--- config.mk ---
export PLATFORM = sky130hd
export DESIGN_NAME = nibble_serial_adder
export DESIGN_NICKNAME = d
export VERILOG_FILES = /design/src/rtl/nibble_serial_adder_pkg.sv /design/src/rtl/nibble_serial_adder_ripple.sv /design/src/rtl/nibble_serial_adder.sv
export SDC_FILE = /design/constraint.sdc
export NUM_CORES = 1
export LEC_CHECK = 0
export BUFFER_PORTS_ARGS = -buffer_cell sky130_fd_sc_hd__buf_2
export CAP_MARGIN = 10
export CORE_MARGIN = 2
export CORE_UTILIZATION = 54
export CTS_CLUSTER_DIAMETER = 150
export DETAILED_ROUTE_END_ITERATION = 7
export HOLD_SLACK_MARGIN = 0.02
export PLACE_DENSITY = 0.78
export SYNTH_ARGS = -nofsm -noshare
export SYNTH_HDL_FRONTEND = slang
export SYNTH_SLANG_ARGS = --single-unit
--- constraint.sdc ---
create_clock -name clk -period 2.75 [get_ports clk]
set_input_delay 0 -clock clk [delete_from_list [all_inputs] [get_ports clk]]
set_output_delay 0 -clock clk [all_outputs]
set_load 0.01 [all_outputs]
--- src/rtl/nibble_serial_adder_pkg.sv ---
// nibble_serial_adder_pkg: shared nibble width and FSM state encoding for the nibble-serial adder
package nibble_serial_adder_pkg;
    localparam int NIBBLE_W = 4;
    typedef enum logic [1:0] {
        ST_IDLE = 2'd0,
        ST_RUN  = 2'd1,
        ST_DONE = 2'd2
    } state_t;
endpackage

--- src/rtl/nibble_serial_adder_ripple.sv ---
// ripple_adder_4bit_dataflow: 4-bit ripple-carry adder slice built from continuous assignments
module ripple_adder_4bit_dataflow (
    input  logic [3:0] a,
    input  logic [3:0] b,
    input  logic       cin,
    output logic [3:0] sum,
    output logic       cout
);
    logic c1, c2, c3;
    assign c1   = (a[0] & b[0]) | ((a[0] ^ b[0]) & cin);
    assign c2   = (a[1] & b[1]) | ((a[1] ^ b[1]) & c1);
    assign c3   = (a[2] & b[2]) | ((a[2] ^ b[2]) & c2);
    assign cout = (a[3] & b[3]) | ((a[3] ^ b[3]) & c3);
    assign sum  = a ^ b ^ {c3, c2, c1, cin};
endmodule

--- src/rtl/nibble_serial_adder.sv ---
// nibble_serial_adder: WIDTH-bit adder that reuses one 4-bit slice per cycle, LSB nibble first
module nibble_serial_adder
    import nibble_serial_adder_pkg::*;
#(
    parameter int WIDTH = 16
) (
    input  logic             clk,
    input  logic             rst,
    input  logic             in_valid,
    output logic             in_ready,
    input  logic [WIDTH-1:0] a,
    input  logic [WIDTH-1:0] b,
    input  logic             carry_in,
    output logic             out_valid,
    input  logic             out_ready,
    output logic [WIDTH-1:0] sum,
    output logic             carry_out,
    output logic             overflow
);
    localparam int N  = WIDTH / NIBBLE_W;
    localparam int CW = (N > 1) ? $clog2(N) : 1;

    if ((WIDTH % NIBBLE_W) != 0 || WIDTH < NIBBLE_W) begin : g_bad_width
        $error("nibble_serial_adder: WIDTH must be a multiple of 4 and >= 4");
    end

    state_t           state, state_n;
    logic [WIDTH-1:0] a_sh, b_sh, res, res_n;
    logic             c_reg;
    logic [1:0]       msb;
    logic [CW-1:0]    cnt;
    logic [3:0]       nib_sum;
    logic             nib_cout;
    logic             last;
    logic             accept;

    ripple_adder_4bit_dataflow u_slice (
        .a   (a_sh[3:0]),
        .b   (b_sh[3:0]),
        .cin (c_reg),
        .sum (nib_sum),
        .cout(nib_cout)
    );

    assign last      = cnt == CW'(N - 1);
    assign in_ready  = !(state == ST_RUN || state == ST_DONE);
    assign out_valid = state == ST_DONE;
    assign accept    = in_valid && in_ready;
    // nibble results enter at the top so the first (LSB) nibble ends up at bit 0
    assign res_n     = (res >> NIBBLE_W) | (WIDTH'(nib_sum) << (WIDTH - NIBBLE_W));

    always_comb begin
        state_n = state == ST_RUN  ? (last ? ST_DONE : ST_RUN) :
                  state == ST_DONE ? (out_ready ? ST_IDLE : ST_DONE) :
                                     (in_valid ? ST_RUN : ST_IDLE);
    end

    always_ff @(posedge clk) begin
        state <= rst ? ST_IDLE : state_n;
    end

    always_ff @(posedge clk) begin
        if (rst) begin
            a_sh      <= '0;
            b_sh      <= '0;
            res       <= '0;
            c_reg     <= 1'b0;
            msb       <= 2'b00;
            cnt       <= '0;
            sum       <= '0;
            carry_out <= 1'b0;
            overflow  <= 1'b0;
        end else if (accept) begin
            a_sh  <= a;
            b_sh  <= b;
            c_reg <= carry_in;
            msb   <= {a[WIDTH-1], b[WIDTH-1]};
            cnt   <= '0;
        end else if (state == ST_RUN) begin
            a_sh  <= a_sh >> NIBBLE_W;
            b_sh  <= b_sh >> NIBBLE_W;
            c_reg <= nib_cout;
            res   <= res_n;
            cnt   <= cnt + CW'(1);
            if (last) begin
                sum       <= res_n;
                carry_out <= nib_cout;
                overflow  <= (msb[1] == msb[0]) && (res_n[WIDTH-1] != msb[1]);
            end
        end
    end
endmodule

### Word level (Yosys, flattened, before mapping)

Cells that the tools add are included.

* add/sub/neg operators: 1
* equal/unequal tests: 5
* mux-type cells: 11
* bitwise logic cells: 20
* reductions and logical operators: 8

Operator list (count)
* $mux W16: 4
* $or A12 B16 Y16: 1
* $and A1 B1 Y1: 8
* $mux W2: 4
* $xor A4 B4 Y4: 2
* $eq A2 B2 Y1 const B: 2
* $or A1 B1 Y1: 4
* $xor A1 B1 Y1: 4
* $mux W1: 3
* $reduce_and A3 Y1: 1
* $add A2 B1 Y2 const B: 1
* $eq A2 B1 Y1 const B: 1
* $logic_and A1 B1 Y1: 2
* $reduce_and A2 Y1: 1
* $reduce_bool A2 Y1: 1
* $reduce_or A2 Y1: 1
* $eq A1 B1 Y1: 1
* $logic_not A1 Y1: 1
* $logic_or A1 B1 Y1: 1
* $ne A1 B1 Y1: 1
* $not A1 Y1: 1

* bits in registers: 73
* output and inout bits: 20

### Depth between registers and ports, before layout

Gate-level depths: netlist of the first run.

* depth after elaboration: 11
* mapped depth: 10
* mapped depth without buffers: 10

### Modules after synthesis

Synthesis of the first run repeated with hierarchy kept, for this count alone.

* cell total of the unflattened synthesis: 314
* area total of the unflattened synthesis: 2962.8 um^2

By module, submodules not included
* nibble_serial_adder: times used 1, cells an instance 300, area each 2845.2 um^2, seq. area each 1381.3 um^2
* ripple_adder_4bit_dataflow: times used 1, cells an instance 14, area each 117.6 um^2, seq. area each 0.0 um^2

### Least setup slack after synthesis of the first run

OpenSTA, ideal clock, no wires.

* path type: reg-to-reg
* start: register a_sh[0]
* end: register overflow
* data arrival time: 2.327 ns
* setup slack: 0.332 ns
* cell stages (with the launch flop): 10
* clock period less this slack: 2.418 ns
* cell sequence: dfxtp_1 > inv_1 > fa_1 > inv_1 > fa_1 > fa_1 > inv_1 > fa_1 > or3_1 > a311oi_1

* cells in the longest elaborated chain, start to end: 11
* elaborated cells between the ends (all ways): 12

Ends and longest elaborated chain
* start: declaration: RTL line nibble_serial_adder.sv:28 `logic [WIDTH-1:0] a_sh, b_sh, res, res_n;`
* start signal: assignment: RTL line nibble_serial_adder.sv:80 `a_sh <= a_sh >> NIBBLE_W;`
* $xor A1 B1 Y1: RTL line nibble_serial_adder_ripple.sv:10 `assign c1 = (a[0] & b[0]) | ((a[0] ^ b[0]) & cin);`
* $and A1 B1 Y1: RTL line nibble_serial_adder_ripple.sv:10
* $or A1 B1 Y1 (*): RTL line nibble_serial_adder_ripple.sv:10
* $and A1 B1 Y1 (*): RTL line nibble_serial_adder_ripple.sv:11 `assign c2 = (a[1] & b[1]) | ((a[1] ^ b[1]) & c1);`
* $or A1 B1 Y1 (*): RTL line nibble_serial_adder_ripple.sv:11
* $and A1 B1 Y1 (*): RTL line nibble_serial_adder_ripple.sv:12 `assign c3 = (a[2] & b[2]) | ((a[2] ^ b[2]) & c2);`
* $or A1 B1 Y1 (*): RTL line nibble_serial_adder_ripple.sv:12
* $xor A4 B4 Y4 (*): RTL line nibble_serial_adder_ripple.sv:14 `assign sum = a ^ b ^ {c3, c2, c1, cin};`
* $or A12 B16 Y16 (*): RTL line nibble_serial_adder.sv:50 `assign res_n = (res >> NIBBLE_W) | (WIDTH'(nib_sum) << (WIDTH - NIBBLE_W));`
* $ne A1 B1 Y1 (*): RTL line nibble_serial_adder.sv:88 `overflow <= (msb[1] == msb[0]) && (res_n[WIDTH-1] != msb[1]);`
* $logic_and A1 B1 Y1 (*): RTL line nibble_serial_adder.sv:88
* end signal: assignment: RTL line nibble_serial_adder.sv:88
* end: declaration: RTL line nibble_serial_adder.sv:18 `output logic overflow`

Mark *: on every way between the ends. The rest lies on a longest branch, timed or not.
A chain may end at the register's enable or synchronous reset.

### Worst setup path after layout of the first run

* start: register b_sh[0]
* end: register overflow

* cells in the longest elaborated chain, start to end: 11
* elaborated cells between the ends (all ways): 12

Ends and longest elaborated chain
* start: declaration: RTL line nibble_serial_adder.sv:28
* start signal: assignment: RTL line nibble_serial_adder.sv:81 `b_sh <= b_sh >> NIBBLE_W;`
* $xor A1 B1 Y1: RTL line nibble_serial_adder_ripple.sv:10
* $and A1 B1 Y1: RTL line nibble_serial_adder_ripple.sv:10
* $or A1 B1 Y1 (*): RTL line nibble_serial_adder_ripple.sv:10
* $and A1 B1 Y1 (*): RTL line nibble_serial_adder_ripple.sv:11
* $or A1 B1 Y1 (*): RTL line nibble_serial_adder_ripple.sv:11
* $and A1 B1 Y1 (*): RTL line nibble_serial_adder_ripple.sv:12
* $or A1 B1 Y1 (*): RTL line nibble_serial_adder_ripple.sv:12
* $xor A4 B4 Y4 (*): RTL line nibble_serial_adder_ripple.sv:14
* $or A12 B16 Y16 (*): RTL line nibble_serial_adder.sv:50
* $ne A1 B1 Y1 (*): RTL line nibble_serial_adder.sv:88
* $logic_and A1 B1 Y1 (*): RTL line nibble_serial_adder.sv:88

Marked as above.

==> results.yml, run 1 <==
detailed_routing:
  drt_pass1_iterations: 4
  wirelength_mm: 6.38
  antenna_left: 0
  via_count: 2401
  wire_per_inst_um: 13.7
  viasPerCell: 5.17
  drc: 0
  drt_iter0_drc: 83
sta:
  rsz0062_at_grt: "no"
  finalCritPeriodShare: 0.932
  tightest_slew_ns: 0.968
  max_freq_ghz: 0.390
  setup_tns_ns: 0
  drv_slew: 0
  fin_ws_ns: 0.188
  hold_violations: 0
  maxSlewHeadroom: 0.355
  setup_violations: 0
  period_needed_ns: 2.56
  hold_ws_ns: 0.294
  fin_skew_ns: 0.00502
power:
  report.power.total_mw: 2.24
  p_per_area_nw_per_um2: 602
  p_leak_nw: 1.50
  peakVddDrop_v: 0.000422
clock_network:
  cts-htree-levels: 3
  cts_resized: 0
  cts_root_buf: "clkbuf_8"
  cts_buffers: 9
  clk_path_buf_depth: 2
  cts.sinks: 69
  cts_tree: "done"
  clk_pin_slew_worst_paths_ns: 0.07
  clock_latency_ns: 0.33
final_layout:
  final_common_cell: "dfxtp_1"
  final_util: 0.724
  final_nets: 433
  fin_cells: 464
  num_antenna_cells: 0
  largest_registers: "a_sh: 16 flops, b_sh: 16 flops, sum: 16 flops"
  drive_above_1_share: 0.203
  area_growth_pct: 28.4
  stdcell_area_um2: 3720
  most-common-layout-cells: "dfxtp_1, buf_2, nor2_1"
placed_design:
  place_area_um2: 3160
  gp_congestion: 0.771
  portBuffers: 56
  placed_cells: 413
  dp_hpwl_mm: 3.74
  pre_cts_ws_ns: 0.197
job:
  drv_cap: 0
die:
  rows: 26
  die_x_um: 77.3
  core_area_um2: 5140
  die_area_um2: 5970
  fp.dieH_um: 77.3
  io_pins: 57
  initial_utilization: 0.564
worst_setup_path:
  endpoint_kind: "flip-flop"
  crit_type: "flip-flop to flip-flop"
  max_stage_delay_ns: 0.45
  worst_setup_path_start_kind: "flip-flop"
  cp_slowest_cell: "fa_1"
  critPathArrivalTime_ns: 2.80
  worstPathMaxFanout: 4
  cpMostUsedCell: "fa_1"
  crit_chain: "inv_1 -> fa_1 -> inv_1 -> fa_1 -> fa_1 -> inv_1 -> fa_1 -> or3_1 -> a311oi_1"
  required_ns: 2.99
global_routing:
  gr-usage-all-layers: 0.233
  grt_pass1_wl_mm: 11.0
  grt_max_degree: 55
  grt_overflow: 0
  grt_pass1_vias: 2403
  grt_antenna_before_repair: 0
synth:
  syn_nets: 353
  avgSynthCellArea_um2: 9.38
  synthFlopType: "dfxtp_1"
  yosysSeqAreaShare: 0.476
  ys_types: 27
  synth_seq_cells: 69
  ys_async_sr_fraction: 0
  syn_inst: 309
  syn-cell-area_um2: 2900
  synth_edf_count: 0
  yosysWarnings: 0
run_status:
  status: "completed"
min_path:
  hold_class: "input port to flip-flop"
cell type report:
| class | instances | area [µm²] |
|---|---|---|
| fillers | 414 | 1420 |
| multi-input cells | 203 | 1320 |
| inverters | 9 | 33.8 |
| repair buffers | 97 | 688 |
| flip-flops and latches | 69 | 1380 |
| well taps | 70 | 87.6 |
| clock buffers | 13 | 169 |
| clock inverters | 3 | 42.5 |
where the power goes:
part / internal, mW / switching (mW) / total (mW)
clock network: 0.492 / 0.359 / 0.851
logic: 0.148 / 0.155 / 0.303
registers: 1.05 / 0.0332 / 1.09
cell families (layout without fill, tap and decap cells):
family,count (synthesis),after routing,share of synthesized area
AOI/OAI and AO/OA,77,77,0.160
DFF,69,69,0.476
xor gates and xnor gates,1,1,0.00302
and+or+nand+nor,83,83,0.129
adders and majority gates,7,7,0.0406
muxes,35,35,0.121
buffers and inverters,37,122,0.0703
path summary, 6_finish.rpt:
| check | depth (start not counted) | to | slack, ns | start |
|---|---|---|---|---|
| setup / recovery | 9 | overflow$_SDFFE_PP0P_ | 0.19 | b_sh[0]$_SDFFE_PP0P_ |
| setup reg to reg | 9 | overflow$_SDFFE_PP0P_ | 0.19 | b_sh[0]$_SDFFE_PP0P_ |
| hold reg to reg | 2 | b_sh[15]$_SDFFE_PP0P_ | 0.46 | b_sh[15]$_SDFFE_PP0P_ |
| hold / removal | 2 | res[5]$_SDFFE_PP0P_ | 0.29 | rst |
critical path: cells and delay by family, from the launching register on:
family                   cells  cell delay [ns]
adder cells (fa/ha/maj)      4             1.39
AND/OR/NAND/NOR              1             0.32
flip-flops                   1             0.31
AO/OA/AOI/OAI                1             0.25
buffers and inverters        3             0.22
Yosys cell counts, drive strengths merged, types with 2 or more instances:
library cell	instances	area share
nor3	2	0.0035
o21ai	14	0.024
buf	19	0.047
nand3	15	0.026
a211oi	29	0.075
nand3b	6	0.016
a21oi	32	0.055
nor2	39	0.050
dfxtp	69	0.48
and2	2	0.0052
fa	4	0.028
clkbuf	9	0.012
inv	9	0.012
ha	3	0.013
mux2i	35	0.12
nand2	16	0.021
what timing repair did:
item                                   CTS  global route
endpoints found under the hold margin   37             0
setup buffers                            0             0
hold buffers                            35             0
metal layers:
layer | global-route usage | wire length (µm) | up-vias
met5 | 0 | 0 | -
met1 | 0.284 | 2860 | 1099
met3 | 0.0412 | 200 | 14
met4 | 0.120 | 160 | 0
met2 | 0.392 | 3160 | 50
li1 | - | - | 1238
No activity file was read; power rests on OpenSTA's default activity.
==> run 2, diff against run 1 <==
PLACE_DENSITY = 0.87   (was 0.78)
==> results.yml, run 2 (synthesis results as in run 1) <==
global_routing:
  gr-usage-all-layers: 0.235
  grt_pass1_wl_mm: 11.1
  grt_antenna_before_repair: 0
  grt_max_degree: 70
  grt_overflow: 0
  grt_pass1_vias: 2469
clock_network:
  cts_tree: "done"
  cts_post_setup_buffers_inserted: 0
  holdBufCountCts: 35
  cts.sinks: 69
  cts_resized: 0
  cts_buffers: 9
  cts-htree-levels: 3
  cts_root_buf: "clkbuf_8"
  clk_path_buf_depth: 2
  clock_latency_ns: 0.34
  clk_pin_slew_worst_paths_ns: 0.07
sta:
  setup_violations: 0
  rsz0062_at_grt: "no"
  max_freq_ghz: 0.390
  hold_violations: 0
  tightest_slew_ns: 1.18
  setup_tns_ns: 0
  maxSlewHeadroom: 0.211
  drv_slew: 0
  period_needed_ns: 2.57
  finalCritPeriodShare: 0.933
  fin_skew_ns: 0.00440
final_layout:
  largest_registers: "a_sh: 16 flops, b_sh: 16 flops, sum: 16 flops"
  area_growth_pct: 27.8
  final_common_cell: "dfxtp_1"
  nFillCells: 409
  num_antenna_cells: 0
  final_nets: 432
  most-common-layout-cells: "dfxtp_1, buf_2, nor2_1"
  drive_above_1_share: 0.204
run_status:
  status: "completed"
detailed_routing:
  viasPerCell: 5.34
  drc: 0
  antenna_left: 0
  drt_iter0_drc: 107
  wirelength_mm: 6.45
  wire_per_inst_um: 13.9
  drt_pass1_iterations: 4
  via_count: 2473
placed_design:
  dp_hpwl_mm: 3.90
  portBuffers: 56
  gp_congestion: 0.782
worst_setup_path:
  endpoint_kind: "flip-flop"
  reg2reg_depth: 9
  critPathArrivalTime_ns: 2.81
  worst_setup_path_start_kind: "flip-flop"
  required_ns: 2.99
  crit_type: "flip-flop to flip-flop"
  worstPathMaxFanout: 4
power:
  p_per_area_nw_per_um2: 611
  p_leak_nw: 1.49
  peakVddDrop_v: 0.000493
  report.power.total_mw: 2.26
min_path:
  whs_path_depth: 2
  hold_class: "input port to flip-flop"
die:
  core_area_um2: 5140
  rows: 26
  die_area_um2: 5970
  die_x_um: 77.3
  fp.dieH_um: 77.3
  initial_utilization: 0.564
  io_pins: 57
job:
  drv_cap: 0
-- run 2: area by class of cell --
type	count	area [µm²]	share of cell area
Multi-Input combinational cell	203	1320	0.356
Inverter	9	33.8	0.00912
Clock inverter	7	90.1	0.0243
Sequential cell	69	1380	0.373
Clock buffer	9	124	0.0334
Tap cell	70	87.6	0.0236
Timing Repair Buffer	96	668	0.180
-- run 2: per-stage QoR --
| stage | hold WS, ns | area (µm²) | cells | setup WS (ns) | util |
|---|---|---|---|---|---|
| CTS | 0.367 | 3700 | 463 | 0.165 | 0.721 |
| detailed placement | 0.250 | 3140 | 412 | 0.182 | 0.611 |
| global route | 0.424 | 3700 | 463 | 0.0511 | 0.721 |
| finish | 0.373 | 3700 | 463 | 0.183 | 0.721 |
| floorplan | 0.136 | 2900 | 309 | 0.332 | - |
| global placement | 0.242 | 3140 | 412 | 0.258 | 0.611 |
-- run 2: path summary, 6_finish.rpt --
path / from / endpoint / slack (ns)
max: a_sh[0]$_SDFFE_PP0P_ / overflow$_SDFFE_PP0P_ / 0.18
min: rst / res[13]$_SDFFE_PP0P_ / 0.37
max reg2reg: a_sh[0]$_SDFFE_PP0P_ / overflow$_SDFFE_PP0P_ / 0.18
min reg2reg: res[4]$_SDFFE_PP0P_ / sum[0]$_SDFFE_PP0P_ / 0.47
-- run 2: routing by layer --
metal	vias to the layer above	global-route usage	wire length, µm
li1	1235	-	-
met1	1162	0.267	2720
met2	68	0.418	3350
met3	8	0.0729	311
met4	0	0.0732	74
met5	-	0	0
-- run 2: critical path: stages (launching register included) --
cell,delay [ns]
dfxtp_1,0.32
inv_1,0.08
fa_1,0.17
inv_1,0.05
fa_1,0.37
fa_1,0.36
inv_1,0.07
fa_1,0.45
or3_1,0.33
a311oi_1,0.25
-- run 2: report_power, final --
part           internal, mW  leakage, nW  total (mW)  switching, mW
clock                 0.505        0.105       0.876          0.371
sequential             1.05        0.564        1.09         0.0341
combinational         0.144        0.823       0.298          0.154
==> run 3, diff against run 2 <==
REMOVE_ABC_BUFFERS = 1   (was default)
==> results.yml, run 3 (synthesis results as in run 1) <==
run_status:
  status: "completed"
power:
  p_per_area_nw_per_um2: 605
  pwr-share-comb: 0.133
  p_leak_nw: 1.49
  p_int_mw: 1.69
  peakVddDrop_v: 0.000541
  switchingPower_uw: 550
  clkPwrFrac: 0.382
  seq_power_share: 0.485
  p_sw_frac: 0.245
sta:
  finalCritPeriodShare: 0.940
  fin_skew_ns: 0.00630
  rsz0062_at_grt: "no"
  hold_violations: 0
  maxSlewHeadroom: 0.193
  period_needed_ns: 2.59
  tightest_slew_ns: 1.21
  max_freq_ghz: 0.387
  drv_slew: 0
  setup_violations: 0
  fin_ws_ns: 0.165
min_path:
  hold_class: "input port to flip-flop"
  whs_path_depth: 3
  hold_end: "b_sh[1]$_SDFFE_PP0P_"
  worstHoldStart: "b[1]"
global_routing:
  grt_overflow: 0
  grt_antenna_before_repair: 0
  grt_pass1_wl_mm: 10.6
  grt_pass1_vias: 2354
  gr-usage-all-layers: 0.226
  grt_max_degree: 70
clock_network:
  clock_latency_ns: 0.34
  clk_path_buf_depth: 2
  cts_root_buf: "clkbuf_8"
  cts-htree-levels: 3
  clk_pin_slew_worst_paths_ns: 0.07
  cts_buffers: 9
  cts_tree: "done"
  cts_post_setup_buffers_inserted: 0
  cts.sinks: 69
final_layout:
  most-common-layout-cells: "dfxtp_1, buf_2, nor2_1"
  final_common_cell: "dfxtp_1"
  drive_above_1_share: 0.206
  fin_cells: 463
  area_growth_pct: 27.8
  nFillCells: 419
  final_nets: 432
  largest_registers: "a_sh: 16 flops, b_sh: 16 flops, sum: 16 flops"
  num_antenna_cells: 0
placed_design:
  placed_cells: 413
  pre_cts_ws_ns: 0.200
  dp_hpwl_mm: 3.76
  gp_congestion: 0.741
  portBuffers: 56
detailed_routing:
  wirelength_mm: 6.38
  drc: 0
  antenna_left: 0
  drt_pass1_iterations: 4
  wire_per_inst_um: 13.8
  via_count: 2448
  viasPerCell: 5.29
  drt_iter0_drc: 120
worst_setup_path:
  r2r_slack_ns: 0.16
  endpoint_kind: "flip-flop"
  worstPathMaxFanout: 4
  critPathArrivalTime_ns: 2.84
  worst_setup_path_start_kind: "flip-flop"
  crit_type: "flip-flop to flip-flop"
  required_ns: 3.00
  r2r_start: "a_sh[0]$_SDFFE_PP0P_"
  reg2reg_depth: 9
  r2r_end: "overflow$_SDFFE_PP0P_"
die:
  initial_utilization: 0.564
  die_x_um: 77.3
  core_area_um2: 5140
  fp.dieH_um: 77.3
  rows: 26
  io_pins: 57
  die_area_um2: 5970
job:
  drv_cap: 0
-- run 3: cell count changes in the layout (fill, tap and decap cells not counted) --
cell           previous run  this run
clkinvlp_4                2         1
buf_4                     5         6
clkinv_2                  3         1
clkbuf_1                  0         1
a311oi_1                  1         0
a311oi_2                  0         1
bufinv_16                 2         1
clkbuf_8                  9        12
dlygate4sd3_1            35        34
-- run 3: how the worst max path moves through the flow --
| stage | from | endpoint | slack, ns | cells after the start |
|---|---|---|---|---|
| 2_1_floorplan | state[1]$_SDFF_PP0_ | overflow$_SDFFE_PP0P_ | -0.29 | 5 |
| 3_3_place_gp | a_sh[0]$_SDFFE_PP0P_ | overflow$_SDFFE_PP0P_ | 0.26 | 9 |
| 3_5_place_dp | a_sh[0]$_SDFFE_PP0P_ | overflow$_SDFFE_PP0P_ | 0.20 | 9 |
| 4_1_cts | a_sh[0]$_SDFFE_PP0P_ | overflow$_SDFFE_PP0P_ | 0.18 | 9 |
| 5_1_grt | a_sh[0]$_SDFFE_PP0P_ | overflow$_SDFFE_PP0P_ | 0.01 | 9 |
| 6_report | a_sh[0]$_SDFFE_PP0P_ | overflow$_SDFFE_PP0P_ | 0.16 | 9 |
-- run 3: layer usage --
metal,share of wire,routed length [µm],GRT usage
met1,0.43,2760,0.258
met2,0.52,3290,0.403
met3,0.038,240,0.0635
met5,0,0,0
met4,0.014,87,0.0750
-- run 3: layout make-up --
cell class | count | area, µm² | share of cell area
Clock buffer | 13 | 169 | 0.0456
Clock inverter | 3 | 42.5 | 0.0115
Timing Repair Buffer | 96 | 666 | 0.180
Sequential cell | 69 | 1380 | 0.373
Tap cell | 70 | 87.6 | 0.0236
Inverter | 9 | 33.8 | 0.00912
Multi-Input combinational cell | 203 | 1330 | 0.358
-- run 3: critical path: stages (launching register included) --
cell and delay (ns):
dfxtp_1 0.32, inv_1 0.08, fa_1 0.18, inv_1 0.06, fa_1 0.38, fa_1 0.36, inv_1 0.07, fa_1 0.45
or3_1 0.34, a311oi_2 0.25
-- run 3: stage by stage --
step	hold WS, ns	power, mW	instance area, µm²	util	TNS, ns
4_1_cts	0.0305	2.24	3700	0.720	0
6_report	0.0294	2.24	3700	0.721	0
5_1_grt	0.0505	2.33	3700	0.721	0
3_5_place_dp	0.248	1.36	3150	0.612	0
2_1_floorplan	0.0691	1.27	2730	-	-3.79
3_3_place_gp	0.242	1.36	3150	0.612	0
-- run 3: power groups by stage --
stage / combinational (mW) / sequential [mW] / clock [mW]
floorplan: 0.175 / 1.10 / 0
detailed placement: 0.256 / 1.11 / 0
CTS: 0.295 / 1.09 / 0.863
global route: 0.331 / 1.09 / 0.910
global placement: 0.249 / 1.11 / 0
finish: 0.298 / 1.09 / 0.855
-- run 3: what timing repair did --
item,in CTS,in global routing
endpoints found under the hold margin,36,0
setup endpoints to repair,0,1
hold buffers,34,0
gates resized for setup,0,1
